### src/rtl/irq1_mutex_arbiter_if.sv
// Event, opcode and grant/status bundle between the IRQ1 mutex arbiter and its two nodes.
// The arbiter uses the slave modport; the node side (or a bench) uses master.
interface irq1_mutex_arbiter_if;
  logic        ext_signal;
  logic [15:0] in_op_node0;
  logic [15:0] in_op_node1;
  logic [1:0]  out_mutex_IRQ1;
  logic [1:0]  owner;
  logic        busy;
  logic [3:0]  pending_cnt;
  logic        drop_flag;
  logic        timeout_flag;

  modport master (
    output ext_signal, in_op_node0, in_op_node1,
    input  out_mutex_IRQ1, owner, busy, pending_cnt, drop_flag, timeout_flag
  );

  modport slave (
    input  ext_signal, in_op_node0, in_op_node1,
    output out_mutex_IRQ1, owner, busy, pending_cnt, drop_flag, timeout_flag
  );
endinterface

### src/rtl/irq1_mutex_arbiter.sv
// IRQ1 mutex arbiter: shares one external event between node0/node1 by priority with round-robin ties.
// Optional forced release of a stuck HOLD is enabled with `define IRQ_TIMEOUT_EN.
module irq1_mutex_arbiter #(
  parameter int unsigned PULSE_LEN = 1000,
  parameter int unsigned TIMEOUT   = 100000,
  parameter logic [3:0]  PRIO0_RST = 4'd2,
  parameter logic [3:0]  PRIO1_RST = 4'd4
) (
  input logic                 CLK,
  input logic                 RST,
  irq1_mutex_arbiter_if.slave bus
);

  localparam int unsigned      CNT_W      = (PULSE_LEN > 1) ? $clog2(PULSE_LEN) : 1;
  localparam logic [CNT_W-1:0] PULSE_LAST = CNT_W'(PULSE_LEN - 1);

  typedef enum logic [1:0] {
    ST_IDLE  = 2'd0,
    ST_GRANT = 2'd1,
    ST_HOLD  = 2'd2
  } state_t;

  // Higher priority wins; on a tie the node that did not win last time gets it.
  function automatic logic [1:0] arb_pick(input logic [3:0] p0, input logic [3:0] p1, input logic rr_last);
    logic [1:0] pick;
    if (p0 > p1) begin
      pick = 2'b01;
    end else if (p1 > p0) begin
      pick = 2'b10;
    end else if (rr_last) begin
      pick = 2'b01;
    end else begin
      pick = 2'b10;
    end
    return pick;
  endfunction

  logic             s1_r, s2_r, s3_r;
  logic [15:0]      op0_q_r, op1_q_r;
  logic [3:0]       prio0_r, prio1_r;
  logic             rr_last_r, rr_last_nx;
  state_t           state_r, state_nx;
  logic [CNT_W-1:0] cnt_r, cnt_nx;
  logic [1:0]       irq_r, irq_nx;
  logic [1:0]       owner_r, owner_nx;
  logic             busy_r;
  logic [3:0]       pending_r, pending_nx;
  logic             drop_r, drop_nx;

  logic       edge_s;
  logic       cmd0_s, cmd1_s;
  logic       set0_s, set1_s;
  logic       rel0_s, rel1_s;
  logic       rel_owner_s;
  logic [1:0] win_s;
  logic       take_edge_s, take_pend_s, inc_s;

`ifdef IRQ_TIMEOUT_EN
  localparam int unsigned      HOLD_W    = (TIMEOUT > 1) ? $clog2(TIMEOUT) : 1;
  localparam logic [HOLD_W-1:0] HOLD_LAST = HOLD_W'(TIMEOUT - 1);
  logic [HOLD_W-1:0] hold_cnt_r, hold_cnt_nx;
  logic              timeout_r, timeout_nx;
`endif

  assign edge_s      = s2_r & ~s3_r;
  assign cmd0_s      = (bus.in_op_node0 != op0_q_r);
  assign cmd1_s      = (bus.in_op_node1 != op1_q_r);
  assign set0_s      = cmd0_s && ((bus.in_op_node0 & 16'h3FF0) == 16'h2F10);
  assign set1_s      = cmd1_s && ((bus.in_op_node1 & 16'h3FF0) == 16'h2F10);
  assign rel0_s      = cmd0_s && (bus.in_op_node0 == 16'h3F20);
  assign rel1_s      = cmd1_s && (bus.in_op_node1 == 16'h3F20);
  assign rel_owner_s = ((owner_r == 2'b01) && rel0_s) || ((owner_r == 2'b10) && rel1_s);
  assign win_s       = arb_pick(prio0_r, prio1_r, rr_last_r);

  // Event synchroniser, opcode history and per-node priority registers.
  always_ff @(posedge CLK) begin
    if (RST) begin
      s1_r    <= 1'b0;
      s2_r    <= 1'b0;
      s3_r    <= 1'b0;
      op0_q_r <= 16'h0000;
      op1_q_r <= 16'h0000;
      prio0_r <= PRIO0_RST;
      prio1_r <= PRIO1_RST;
    end else begin
      s1_r    <= bus.ext_signal;
      s2_r    <= s1_r;
      s3_r    <= s2_r;
      op0_q_r <= bus.in_op_node0;
      op1_q_r <= bus.in_op_node1;
      if (set0_s) prio0_r <= bus.in_op_node0[3:0];
      if (set1_s) prio1_r <= bus.in_op_node1[3:0];
    end
  end

  // Next-state, grant outputs and event-queue bookkeeping.
  always_comb begin
    state_nx    = state_r;
    cnt_nx      = cnt_r;
    irq_nx      = irq_r;
    owner_nx    = owner_r;
    rr_last_nx  = rr_last_r;
    take_edge_s = 1'b0;
    take_pend_s = 1'b0;
`ifdef IRQ_TIMEOUT_EN
    hold_cnt_nx = hold_cnt_r;
    timeout_nx  = 1'b0;
`endif
    case (state_r)
      ST_IDLE: begin
        if (edge_s || (pending_r != 4'd0)) begin
          state_nx   = ST_GRANT;
          owner_nx   = win_s;
          irq_nx     = win_s;
          cnt_nx     = '0;
          rr_last_nx = win_s[1];
          if (edge_s) begin
            take_edge_s = 1'b1;
          end else begin
            take_pend_s = 1'b1;
          end
        end else begin
          owner_nx = 2'b00;
          irq_nx   = 2'b00;
        end
      end
      ST_GRANT: begin
        if (rel_owner_s) begin
          state_nx = ST_IDLE;
          owner_nx = 2'b00;
          irq_nx   = 2'b00;
        end else if (cnt_r == PULSE_LAST) begin
          state_nx = ST_HOLD;
          irq_nx   = 2'b00;
`ifdef IRQ_TIMEOUT_EN
          hold_cnt_nx = '0;
`endif
        end else begin
          cnt_nx = cnt_r + CNT_W'(1);
        end
      end
      ST_HOLD: begin
        irq_nx = 2'b00;
        if (rel_owner_s) begin
          state_nx = ST_IDLE;
          owner_nx = 2'b00;
`ifdef IRQ_TIMEOUT_EN
        end else if (hold_cnt_r == HOLD_LAST) begin
          state_nx   = ST_IDLE;
          owner_nx   = 2'b00;
          timeout_nx = 1'b1;
        end else begin
          hold_cnt_nx = hold_cnt_r + HOLD_W'(1);
        end
`else
        end else begin
          owner_nx = owner_r;
        end
`endif
      end
      default: begin
        state_nx = ST_IDLE;
        owner_nx = 2'b00;
        irq_nx   = 2'b00;
      end
    endcase

    // Edges not consumed by an IDLE grant are queued; the queue saturates at 15.
    inc_s      = edge_s & ~take_edge_s;
    pending_nx = pending_r;
    drop_nx    = drop_r;
    if (inc_s && !take_pend_s) begin
      if (pending_r == 4'd15) begin
        drop_nx = 1'b1;
      end else begin
        pending_nx = pending_r + 4'd1;
      end
    end else if (take_pend_s && !inc_s) begin
      pending_nx = pending_r - 4'd1;
    end else begin
      pending_nx = pending_r;
    end
  end

  // FSM and registered outputs.
  always_ff @(posedge CLK) begin
    if (RST) begin
      state_r   <= ST_IDLE;
      cnt_r     <= '0;
      irq_r     <= 2'b00;
      owner_r   <= 2'b00;
      busy_r    <= 1'b0;
      rr_last_r <= 1'b1;
      pending_r <= 4'd0;
      drop_r    <= 1'b0;
    end else begin
      state_r   <= state_nx;
      cnt_r     <= cnt_nx;
      irq_r     <= irq_nx;
      owner_r   <= owner_nx;
      busy_r    <= (state_nx != ST_IDLE);
      rr_last_r <= rr_last_nx;
      pending_r <= pending_nx;
      drop_r    <= drop_nx;
    end
  end

`ifdef IRQ_TIMEOUT_EN
  // HOLD watchdog counter and its one-cycle release pulse.
  always_ff @(posedge CLK) begin
    if (RST) begin
      hold_cnt_r <= '0;
      timeout_r  <= 1'b0;
    end else begin
      hold_cnt_r <= hold_cnt_nx;
      timeout_r  <= timeout_nx;
    end
  end

  assign bus.timeout_flag = timeout_r;
`else
  assign bus.timeout_flag = 1'b0;
`endif

  assign bus.out_mutex_IRQ1 = irq_r;
  assign bus.owner          = owner_r;
  assign bus.busy           = busy_r;
  assign bus.pending_cnt    = pending_r;
  assign bus.drop_flag      = drop_r;

endmodule

### src/flat_wrapper.sv
// flat-port wrapper written by rule: the top's interface ports become plain ports
module irq1_mutex_arbiter_flat 
#(
  parameter int unsigned PULSE_LEN = 1000,
  parameter int unsigned TIMEOUT   = 100000,
  parameter logic [3:0]  PRIO0_RST = 4'd2,
  parameter logic [3:0]  PRIO1_RST = 4'd4
)
  (CLK, RST, bus_ext_signal, bus_in_op_node0, bus_in_op_node1, bus_out_mutex_IRQ1, bus_owner, bus_busy, bus_pending_cnt, bus_drop_flag, bus_timeout_flag);
  irq1_mutex_arbiter_if bus_i ();
  input logic CLK;
  input logic RST;
  input wire logic [$bits(bus_i.ext_signal)-1:0] bus_ext_signal;
  input wire logic [$bits(bus_i.in_op_node0)-1:0] bus_in_op_node0;
  input wire logic [$bits(bus_i.in_op_node1)-1:0] bus_in_op_node1;
  output wire logic [$bits(bus_i.out_mutex_IRQ1)-1:0] bus_out_mutex_IRQ1;
  output wire logic [$bits(bus_i.owner)-1:0] bus_owner;
  output wire logic [$bits(bus_i.busy)-1:0] bus_busy;
  output wire logic [$bits(bus_i.pending_cnt)-1:0] bus_pending_cnt;
  output wire logic [$bits(bus_i.drop_flag)-1:0] bus_drop_flag;
  output wire logic [$bits(bus_i.timeout_flag)-1:0] bus_timeout_flag;
  assign bus_i.ext_signal = bus_ext_signal;
  assign bus_i.in_op_node0 = bus_in_op_node0;
  assign bus_i.in_op_node1 = bus_in_op_node1;
  assign bus_out_mutex_IRQ1 = bus_i.out_mutex_IRQ1;
  assign bus_owner = bus_i.owner;
  assign bus_busy = bus_i.busy;
  assign bus_pending_cnt = bus_i.pending_cnt;
  assign bus_drop_flag = bus_i.drop_flag;
  assign bus_timeout_flag = bus_i.timeout_flag;
  irq1_mutex_arbiter #(.PULSE_LEN(PULSE_LEN), .TIMEOUT(TIMEOUT), .PRIO0_RST(PRIO0_RST), .PRIO1_RST(PRIO1_RST)) u_core (.CLK(CLK), .RST(RST), .bus(bus_i));
endmodule
### config.mk
export PLATFORM = sky130hd
export DESIGN_NAME = irq1_mutex_arbiter_flat
export DESIGN_NICKNAME = d
export VERILOG_FILES = /design/src/rtl/irq1_mutex_arbiter_if.sv /design/src/rtl/irq1_mutex_arbiter.sv /design/src/flat_wrapper.sv
export SDC_FILE = /design/constraint.sdc
export NUM_CORES = 1
export LEC_CHECK = 0
export ABC_AREA = 1
export BUFFER_PORTS_ARGS = -buffer_cell sky130_fd_sc_hd__buf_2
export CAP_MARGIN = 20
export CORE_UTILIZATION = 52
export DETAILED_ROUTE_END_ITERATION = 8
export GPL_TIMING_DRIVEN = 0
export PLACE_DENSITY = 0.79
export SETUP_SLACK_MARGIN = 0.05
export SLEW_MARGIN = 30
export SYNTH_ARGS = -nofsm -noshare
export SYNTH_HDL_FRONTEND = slang
export SYNTH_SLANG_ARGS = --single-unit
export TNS_END_PERCENT = 20
### constraint.sdc
create_clock -name CLK -period 2 [get_ports CLK]
set_input_delay 0.4 -clock CLK [delete_from_list [all_inputs] [get_ports CLK]]
set_output_delay 0.4 -clock CLK [all_outputs]
set_load 0.05 [all_outputs]
==> Implementation_results.wiki, run 1 <==
{| class="wikitable"
! Metric !! Value
|-
| Largest vdd supply drop || between 700 and 800 uV
|-
| Critical path startpoint category || register
|-
| Part of the Yosys area used for sequential elements || between 30% and 40%
|-
| Deepest clock path buffer count || 2
|-
| Detailed-route vias per instance || approximately 4.9
|-
| Cell at the slowest stage of the critical path || sky130_fd_sc_hd__dfxtp_4
|-
| Antenna cells || 0
|-
| Clock tree root buffer cell || sky130_fd_sc_hd__clkbuf_8
|-
| Global-route congestion overflow total || 0
|-
| Critical path capture point type || register
|-
| Initial antenna violation count || 0
|-
| Mean instance size in the synthesized netlist || 6.68 sq um
|-
| Worst-path fanout max || 5
|-
| PnR worst setup slack || around 0.047 ns
|-
| Setup repair after global routing missed its margin || true
|-
| Total buffers and inverters traversed by the critical path || 2
|-
| Total Power Consumption || roughly 4.1 mW
|-
| Yosys warns || 0
|-
| Ordered list of cells on the worst path || inv_2 > ha_4 > nor2_4 > inv_4 > ha_4 > a21o_1 > a31oi_1 > or2_2 > nand3_2 > o21ai_1 > a21oi_1
|-
| Post-layout util || a little over three fifths
|-
| Final count of hold timing violations || 0
|-
| Slew headroom || 55.7%
|-
| Total nets after synthesis || roughly 550
|-
| Global-route wire length before repair || 11.6 mm
|-
| Share of the cycle needed by the critical path after routing || between 90% and 100%
|-
| Count of pins over their slew limit || 0
|-
| Number of sinks driven by the clock tree || 66
|-
| Die Footprint || around 6800 sq um
|-
| Number of fill cells || approximately 600
|-
| Status || finished clean
|-
| Final routed wire length divided by cell count || around 11 um
|-
| Arrival time worst endpoint || roughly 2.2 ns
|-
| Port Buffer Count || 43
|-
| H-tree level count || 3
|-
| Commonest cells after routing, fill and taps aside || 133 x sky130_fd_sc_hd__nand2_1, 90 x sky130_fd_sc_hd__nor2_1, 68 x sky130_fd_sc_hd__inv_1, 63 x sky130_fd_sc_hd__dfxtp_1, 43 x sky130_fd_sc_hd__buf_2
|-
| Most common cell type on the critical path || sky130_fd_sc_hd__ha_4
|-
| Post-route DRC violation count || 0
|-
| Y dimension of the die || around 83 um
|-
| Gate count of the mapped netlist || between 500 and 600
|-
| Number of iterations in the first detailed-routing pass || 4
|-
| Slew at the pin closest to its max-slew limit || 0.664 ns
|-
| Clock tree from TritonCTS || built
|-
| Total number of vias || between 3000 and 4000
|-
| Shortest period the worst path allows || 1.95 ns
|-
| Layout net count || a little over 600
|-
| Final number of setup-violating endpoints || 0
|-
| Layout cells sized above 1 || 20.5%
|-
| Data required time of the critical path || between 2 and 2.5 ns
|-
| Number of CTS-inserted buffers || 9
|-
| Class of the most critical setup path || reg2reg
|-
| Combined area of all synthesized cells || 3390 sq um
|-
| Most common library cell in the layout ignoring fill and taps || sky130_fd_sc_hd__nand2_1
|-
| Via count of the first global-routing pass || between 2000 and 3000
|-
| CORE AREA || between 6000 and 7000 sq um
|-
| Horiz. Die Dim || a little over 80 um
|-
| Leakage power summed over all cells || slightly below 2 nW
|-
| Max-cap violations || 0
|-
| Initial Util || ~54%
|-
| Antenna violation net count after detailed routing || 0
|-
| Final hold slack || between 0.2 and 0.3 ns
|-
| # hold bufs at CTS || 0
|-
| Highest achievable clock rate || 512 MHz
|-
| 1st-iter DRT viols || between 150 and 200
|-
| Total wire length after detailed routing || approximately 7.0 mm
|-
| Top-level I/O count || 46
|-
| # rows || 29
|-
| Clock slew at reported path FFs || roughly 0.07 ns
|-
| Pin count of the biggest net entering global routing || 12
|-
| Clock latency on the worst-skew pair || 0.34 ns
|-
| Power density relative to cell area || approximately 1000 nW/um^2
|-
| HPWL Detailed || around 5.2 mm
|-
| Number of unique standard cell types used by synthesis || 32
|-
| Area Growth Syn to Fin || 17.1%
|-
| Family with the most delay on the worst path || compound AO/OA/AOI/OAI gates
|-
| Setup Skew || roughly 0.0075 ns
|-
| Minimum setup slack after placement || -0.141 ns
|-
| Placer's final routability congestion estimate || roughly 0.87
|-
| Gr usage total || ~22%
|-
| Kind of path behind the tightest hold check || in2reg
|-
| Worst path max stage delay || between 0.3 and 0.4 ns
|-
| Flop and latch count out of synthesis || 66
|}
stage by stage:
stage                     cell area (sq um)  instances  TNS (ns)
after floorplan                        3400        507         0
after global placement                 3710        627   -0.0616
after detailed placement               3710        627    -0.141
after CTS                              3940        643         0
after global routing                   3970        644   -0.0407
final                                  3970        644         0
cell type report:
type	instances	area, sq um	area share [%]
tap	77	96.3	2.43
clock inverter	5	52.6	1.32
buffer	9	48.8	1.23
sequential	66	1330	33.5
multi-input combinational	341	1720	43.4
timing repair buffer	44	223	5.62
inverter	91	344	8.68
clock buffer	11	151	3.82
cells by family after synthesis:
family | after synthesis | share of synthesized area, %
xor+xnor | 9 | 2.33
flops | 66 | 39.0
compound gates | 53 | 9.08
other cells | 1 | 0.111
simple gates | 266 | 33.3
buf+inv | 100 | 11.5
fa+ha+maj | 12 | 4.65
synthesized netlist by cell type:
cell type                  number  area share, %
sky130_fd_sc_hd__nor3_1         6           0.89
sky130_fd_sc_hd__a31oi_1        1           0.18
sky130_fd_sc_hd__ha_1          11            4.1
sky130_fd_sc_hd__clkbuf_1       5           0.55
sky130_fd_sc_hd__buf_6          1           0.33
sky130_fd_sc_hd__o31ai_1        1           0.22
sky130_fd_sc_hd__buf_1          1           0.11
sky130_fd_sc_hd__o21ai_0       18            2.7
sky130_fd_sc_hd__buf_4          2           0.44
sky130_fd_sc_hd__nand3b_1       1           0.22
sky130_fd_sc_hd__conb_1         1           0.11
sky130_fd_sc_hd__inv_2         20            2.2
sky130_fd_sc_hd__a21oi_2        7            1.8
sky130_fd_sc_hd__xor2_1         9            2.3
sky130_fd_sc_hd__nand4_1       10            1.8
sky130_fd_sc_hd__a211oi_1       1           0.22
sky130_fd_sc_hd__o21ai_1        1           0.15
sky130_fd_sc_hd__nor2_1        92             10
sky130_fd_sc_hd__inv_1         71            7.9
sky130_fd_sc_hd__a21oi_1       20            3.0
sky130_fd_sc_hd__nor3b_2        2           0.74
sky130_fd_sc_hd__a21o_1         1           0.22
sky130_fd_sc_hd__o21bai_1       1           0.22
sky130_fd_sc_hd__dfxtp_1       66             39
sky130_fd_sc_hd__fa_1           1           0.59
sky130_fd_sc_hd__nand3_1        9            1.3
sky130_fd_sc_hd__o211ai_1       2           0.44
sky130_fd_sc_hd__nand2_1      134             15
sky130_fd_sc_hd__nand2_2        1           0.18
sky130_fd_sc_hd__or2_2          1           0.18
sky130_fd_sc_hd__nor3b_1        1           0.22
sky130_fd_sc_hd__nand3_2        9            2.7
final timing paths:
kind	end	slack (ns)	cells after the start	start
max	u_core.bus.pending_cnt[3]	0.05	11	u_core.state_r[1]
min	u_core.s1_r	0.26	3	bus_ext_signal
max reg2reg	u_core.bus.pending_cnt[3]	0.05	11	u_core.state_r[1]
min reg2reg	u_core.s2_r	0.43	2	u_core.s1_r
flip-flops by register name (all words and copies together), names as in the netlist:
name,flops
u_core.op0_q_r,16
u_core.op1_q_r,16
u_core.cnt_r,10
u_core.bus.pending_cnt,4
u_core.prio0_r,4
u_core.prio1_r,4
u_core.bus.out_mutex_IRQ1,2
u_core.bus.owner,2
u_core.state_r,2
u_core.bus.busy,1
u_core.bus.drop_flag,1
u_core.rr_last_r,1
u_core.s1_r,1
u_core.s2_r,1
u_core.s3_r,1
per-layer routing:
layer	part of all wire, %	global-route usage (%)	vias up
met3	4.3	6.15	6
met5	0	0	-
met1	46	25.2	1414
li1	-	-	1662
met4	1.2	9.14	0
met2	49	39.8	62
timing repair:
action	4_1_cts	5_1_grt
pin swaps	0	2
setup buffers	0	1
setup endpoints to repair	1	10
gates resized for setup	7	7
power breakdown:
| group | total, mW | switching [mW] | internal, mW |
|---|---|---|---|
| Sequential | 1.60 | 0.130 | 1.47 |
| Clock | 1.15 | 0.510 | 0.637 |
| Combinational | 1.39 | 0.951 | 0.435 |
| Total | 4.13 | 1.59 | 2.54 |
worst reg2reg max path, stage by stage, from the launching register on:
cell and delay [ns]:
sky130_fd_sc_hd__dfxtp_4 0.37, sky130_fd_sc_hd__inv_2 0.06, sky130_fd_sc_hd__ha_4 0.19, sky130_fd_sc_hd__nor2_4 0.16
sky130_fd_sc_hd__inv_4 0.07, sky130_fd_sc_hd__ha_4 0.23, sky130_fd_sc_hd__a21o_1 0.19, sky130_fd_sc_hd__a31oi_1 0.19
sky130_fd_sc_hd__or2_2 0.15, sky130_fd_sc_hd__nand3_2 0.06, sky130_fd_sc_hd__o21ai_1 0.13, sky130_fd_sc_hd__a21oi_1 0.05
(Power assumes the default switching activity.)
==> inputs of run 2 (changes only) <==
Settings changed: CORE_MARGIN set to 1, CORE_UTILIZATION 52 to 40, PLACE_DENSITY 0.79 to unset, PLACE_DENSITY_LB_ADDON set to 0.25.
==> run 2 against run 1 <==
Total power decreased by 0.88%; sequential power about the same; die area rose by 29%; routed wire length shrank 3.0%; combinational power about the same; critical path type unchanged; critical endpoint unchanged; largest power group unchanged; highest routed layer unchanged.
==> Implementation_results.wiki, run 2 (synthesized netlist as in run 1, its figures left out) <==
{| class="wikitable"
! Metric !! Value
|-
| Status || finished clean (unchanged)
|-
| Power density relative to cell area || 1020 nW/um^2 (was 1040 nW/um^2)
|-
| HPWL Detailed || 5.13 mm (was 5.16 mm)
|-
| Post-route DRC violation count || 0 (unchanged)
|-
| Top Registers || u_core.op0_q_r: 16 flops, u_core.op1_q_r: 16 flops, u_core.cnt_r: 10 flops (unchanged)
|-
| Shortest period the worst path allows || 1.86 ns (was 1.95 ns)
|-
| Initial Util || 41.2% (was 53.7%)
|-
| Final routed wire length divided by cell count || 10.1 um (was 10.9 um)
|-
| Detailed-route vias per instance || 4.54 (was 4.88)
|-
| H-tree level count || 3 (unchanged)
|-
| Setup repair after global routing missed its margin || true (unchanged)
|-
| Most common library cell in the layout ignoring fill and taps || sky130_fd_sc_hd__nand2_1 (unchanged)
|-
| Initial antenna violation count || 0 (unchanged)
|-
| Commonest cells after routing, fill and taps aside || 133 x sky130_fd_sc_hd__nand2_1, 91 x sky130_fd_sc_hd__nor2_1, 68 x sky130_fd_sc_hd__inv_1, 64 x sky130_fd_sc_hd__dfxtp_1, 43 x sky130_fd_sc_hd__buf_2 (was 133 x sky130_fd_sc_hd__nand2_1, 90 x sky130_fd_sc_hd__nor2_1, 68 x sky130_fd_sc_hd__inv_1, 63 x sky130_fd_sc_hd__dfxtp_1, 43 x sky130_fd_sc_hd__buf_2)
|-
| Total wire length after detailed routing || 6.79 mm (was 7.00 mm)
|-
| Total number of vias || 3063 (was 3144)
|-
| Layout cells sized above 1 || 20.2% (was 20.5%)
|-
| Top-level I/O count || 46 (unchanged)
|-
| Clock tree root buffer cell || sky130_fd_sc_hd__clkbuf_8 (unchanged)
|-
| Deepest clock path buffer count || 2 (unchanged)
|-
| Highest achievable clock rate || 536 MHz (was 512 MHz)
|-
| Largest vdd supply drop || 423 uV (was 744 uV)
|-
| Final Cell Area || 4010 sq um (was 3970 sq um)
|-
| Number of sinks driven by the clock tree || 66 (unchanged)
|-
| Final count of hold timing violations || 0 (unchanged)
|-
| Number of CTS-inserted buffers || 9 (unchanged)
|-
| Slew headroom || 54.7% (was 55.7%)
|-
| Final number of setup-violating endpoints || 0 (unchanged)
|-
| Worst-path fanout max || 5 (unchanged)
|-
| Placed Instance Area || 3740 sq um (was 3710 sq um)
|-
| 1st-iter DRT viols || 89 (was 171)
|-
| Data required time of the critical path || 2.22 ns (was 2.24 ns)
|-
| Clock slew at reported path FFs || 0.07 ns (about the same)
|-
| Setup TNS || 0 ns (unchanged)
|-
| Horiz. Die Dim || 94.0 um (was 82.7 um)
|-
| Via count of the first global-routing pass || 2859 (was 2906)
|-
| Gr usage total || 17.1% (was 22.5%)
|-
| Pin count of the biggest net entering global routing || 11 (was 12)
|-
| Area Growth Syn to Fin || 18.4% (was 17.1%)
|-
| Arrival time worst endpoint || 2.09 ns (was 2.19 ns)
|-
| Post-layout util || 48.8% (was 62.8%)
|-
| Slew at the pin closest to its max-slew limit || 0.680 ns (was 0.664 ns)
|-
| Layout net count || 612 (was 609)
|-
| Final hold slack || 0.268 ns (was 0.261 ns)
|-
| # hold bufs at CTS || 0 (unchanged)
|-
| CORE AREA || 8220 sq um (was 6310 sq um)
|-
| Y dimension of the die || 94.0 um (was 82.7 um)
|-
| Count of pins over their slew limit || 0 (unchanged)
|-
| Critical path capture point type || register (unchanged)
|-
| Antenna cells || 0 (unchanged)
|-
| Leakage power summed over all cells || 1.98 nW (was 1.97 nW)
|-
| Port Buffer Count || 43 (unchanged)
|-
| Die Footprint || 8840 sq um (was 6840 sq um)
|-
| Placer's final routability congestion estimate || 0.846 (was 0.866)
|-
| Share of the cycle needed by the critical path after routing || 93.2% (was 97.7%)
|-
| Number of iterations in the first detailed-routing pass || 5 (was 4)
|-
| Class of the most critical setup path || reg2reg (unchanged)
|-
| Global-route wire length before repair || 11.8 mm (was 11.6 mm)
|-
| Max-cap violations || 0 (unchanged)
|-
| Clock tree from TritonCTS || built (unchanged)
|-
| Clock latency on the worst-skew pair || 0.34 ns (about the same)
|-
| Setup Skew || 0.00957 ns (was 0.00750 ns)
|-
| Antenna violation net count after detailed routing || 0 (unchanged)
|-
| # rows || 33 (was 29)
|-
| Global-route congestion overflow total || 0 (unchanged)
|-
| Critical path startpoint category || register (unchanged)
|-
| Kind of path behind the tightest hold check || in2reg (unchanged)
|}
[run 2: changes by cell type in the layout (fill, tap and decap cells not counted), sizes merged]
cell / previous run / this run
buf: 48 / 51
clkbuf: 16 / 17
clkinv: 3 / 2
clkinvlp: 1 / 0
[run 2: timing repair]
item                                    in CTS  in global routing
endpoints found under the setup margin       1                 10
pin swaps                                    0                  3
setup buffers                                0                  4
gates resized for setup                      6                  8
[run 2: metal layers]
metal	up-vias	global-route usage (%)	part of all wire [%]
li1	1665	-	-
met1	1336	19.3	46
met2	51	29.9	48
met3	11	5.74	4.4
met4	0	6.03	1.4
met5	-	0	0
[run 2: final cells by class]
class,instances,area (sq um)
Fill cell,856,4210
Multi-Input combinational cell,341,1730
Sequential cell,66,1330
Inverter,91,344
Timing Repair Buffer,47,245
Clock buffer,12,145
Tap cell,105,131
Buffer,9,48.8
Clock inverter,3,40.0
[run 2: power by group]
part	total, mW	internal (mW)	switching (mW)	leakage, nW
Sequential	1.59	1.47	0.128	0.545
Clock	1.09	0.600	0.492	0.0962
Combinational	1.41	0.479	0.930	1.34
Total	4.10	2.55	1.55	1.98
[run 2: final timing paths]
path / from / end / slack, ns / cells after the start
worst max register to register: u_core.state_r[0] / u_core.bus.pending_cnt[3] / 0.14 / 11
worst min-delay path: bus_ext_signal / u_core.s1_r / 0.27 / 3
worst max-delay path: u_core.state_r[0] / u_core.bus.pending_cnt[3] / 0.14 / 11
worst min register to register: u_core.s1_r / u_core.s2_r / 0.41 / 2
[run 2: through the flow]
stage	power [mW]	std cells	setup slack [ns]
after global placement	2.89	655	-0.0857
after CTS	4.05	670	0.0589
after detailed placement	2.92	655	-0.129
after floorplan	2.59	507	0.0791
after global routing	4.39	674	0.00615
final	4.10	674	0.136
[run 2: worst max-delay path, cell delays in order, from the launching register on]
cell	delay, ns
sky130_fd_sc_hd__dfxtp_2	0.36
sky130_fd_sc_hd__inv_2	0.06
sky130_fd_sc_hd__ha_4	0.18
sky130_fd_sc_hd__nor2_4	0.15
sky130_fd_sc_hd__inv_4	0.07
sky130_fd_sc_hd__ha_4	0.23
sky130_fd_sc_hd__a21o_1	0.16
sky130_fd_sc_hd__a31oi_2	0.16
sky130_fd_sc_hd__or2_4	0.14
sky130_fd_sc_hd__nand3_2	0.05
sky130_fd_sc_hd__o21ai_1	0.12
sky130_fd_sc_hd__a21oi_1	0.06
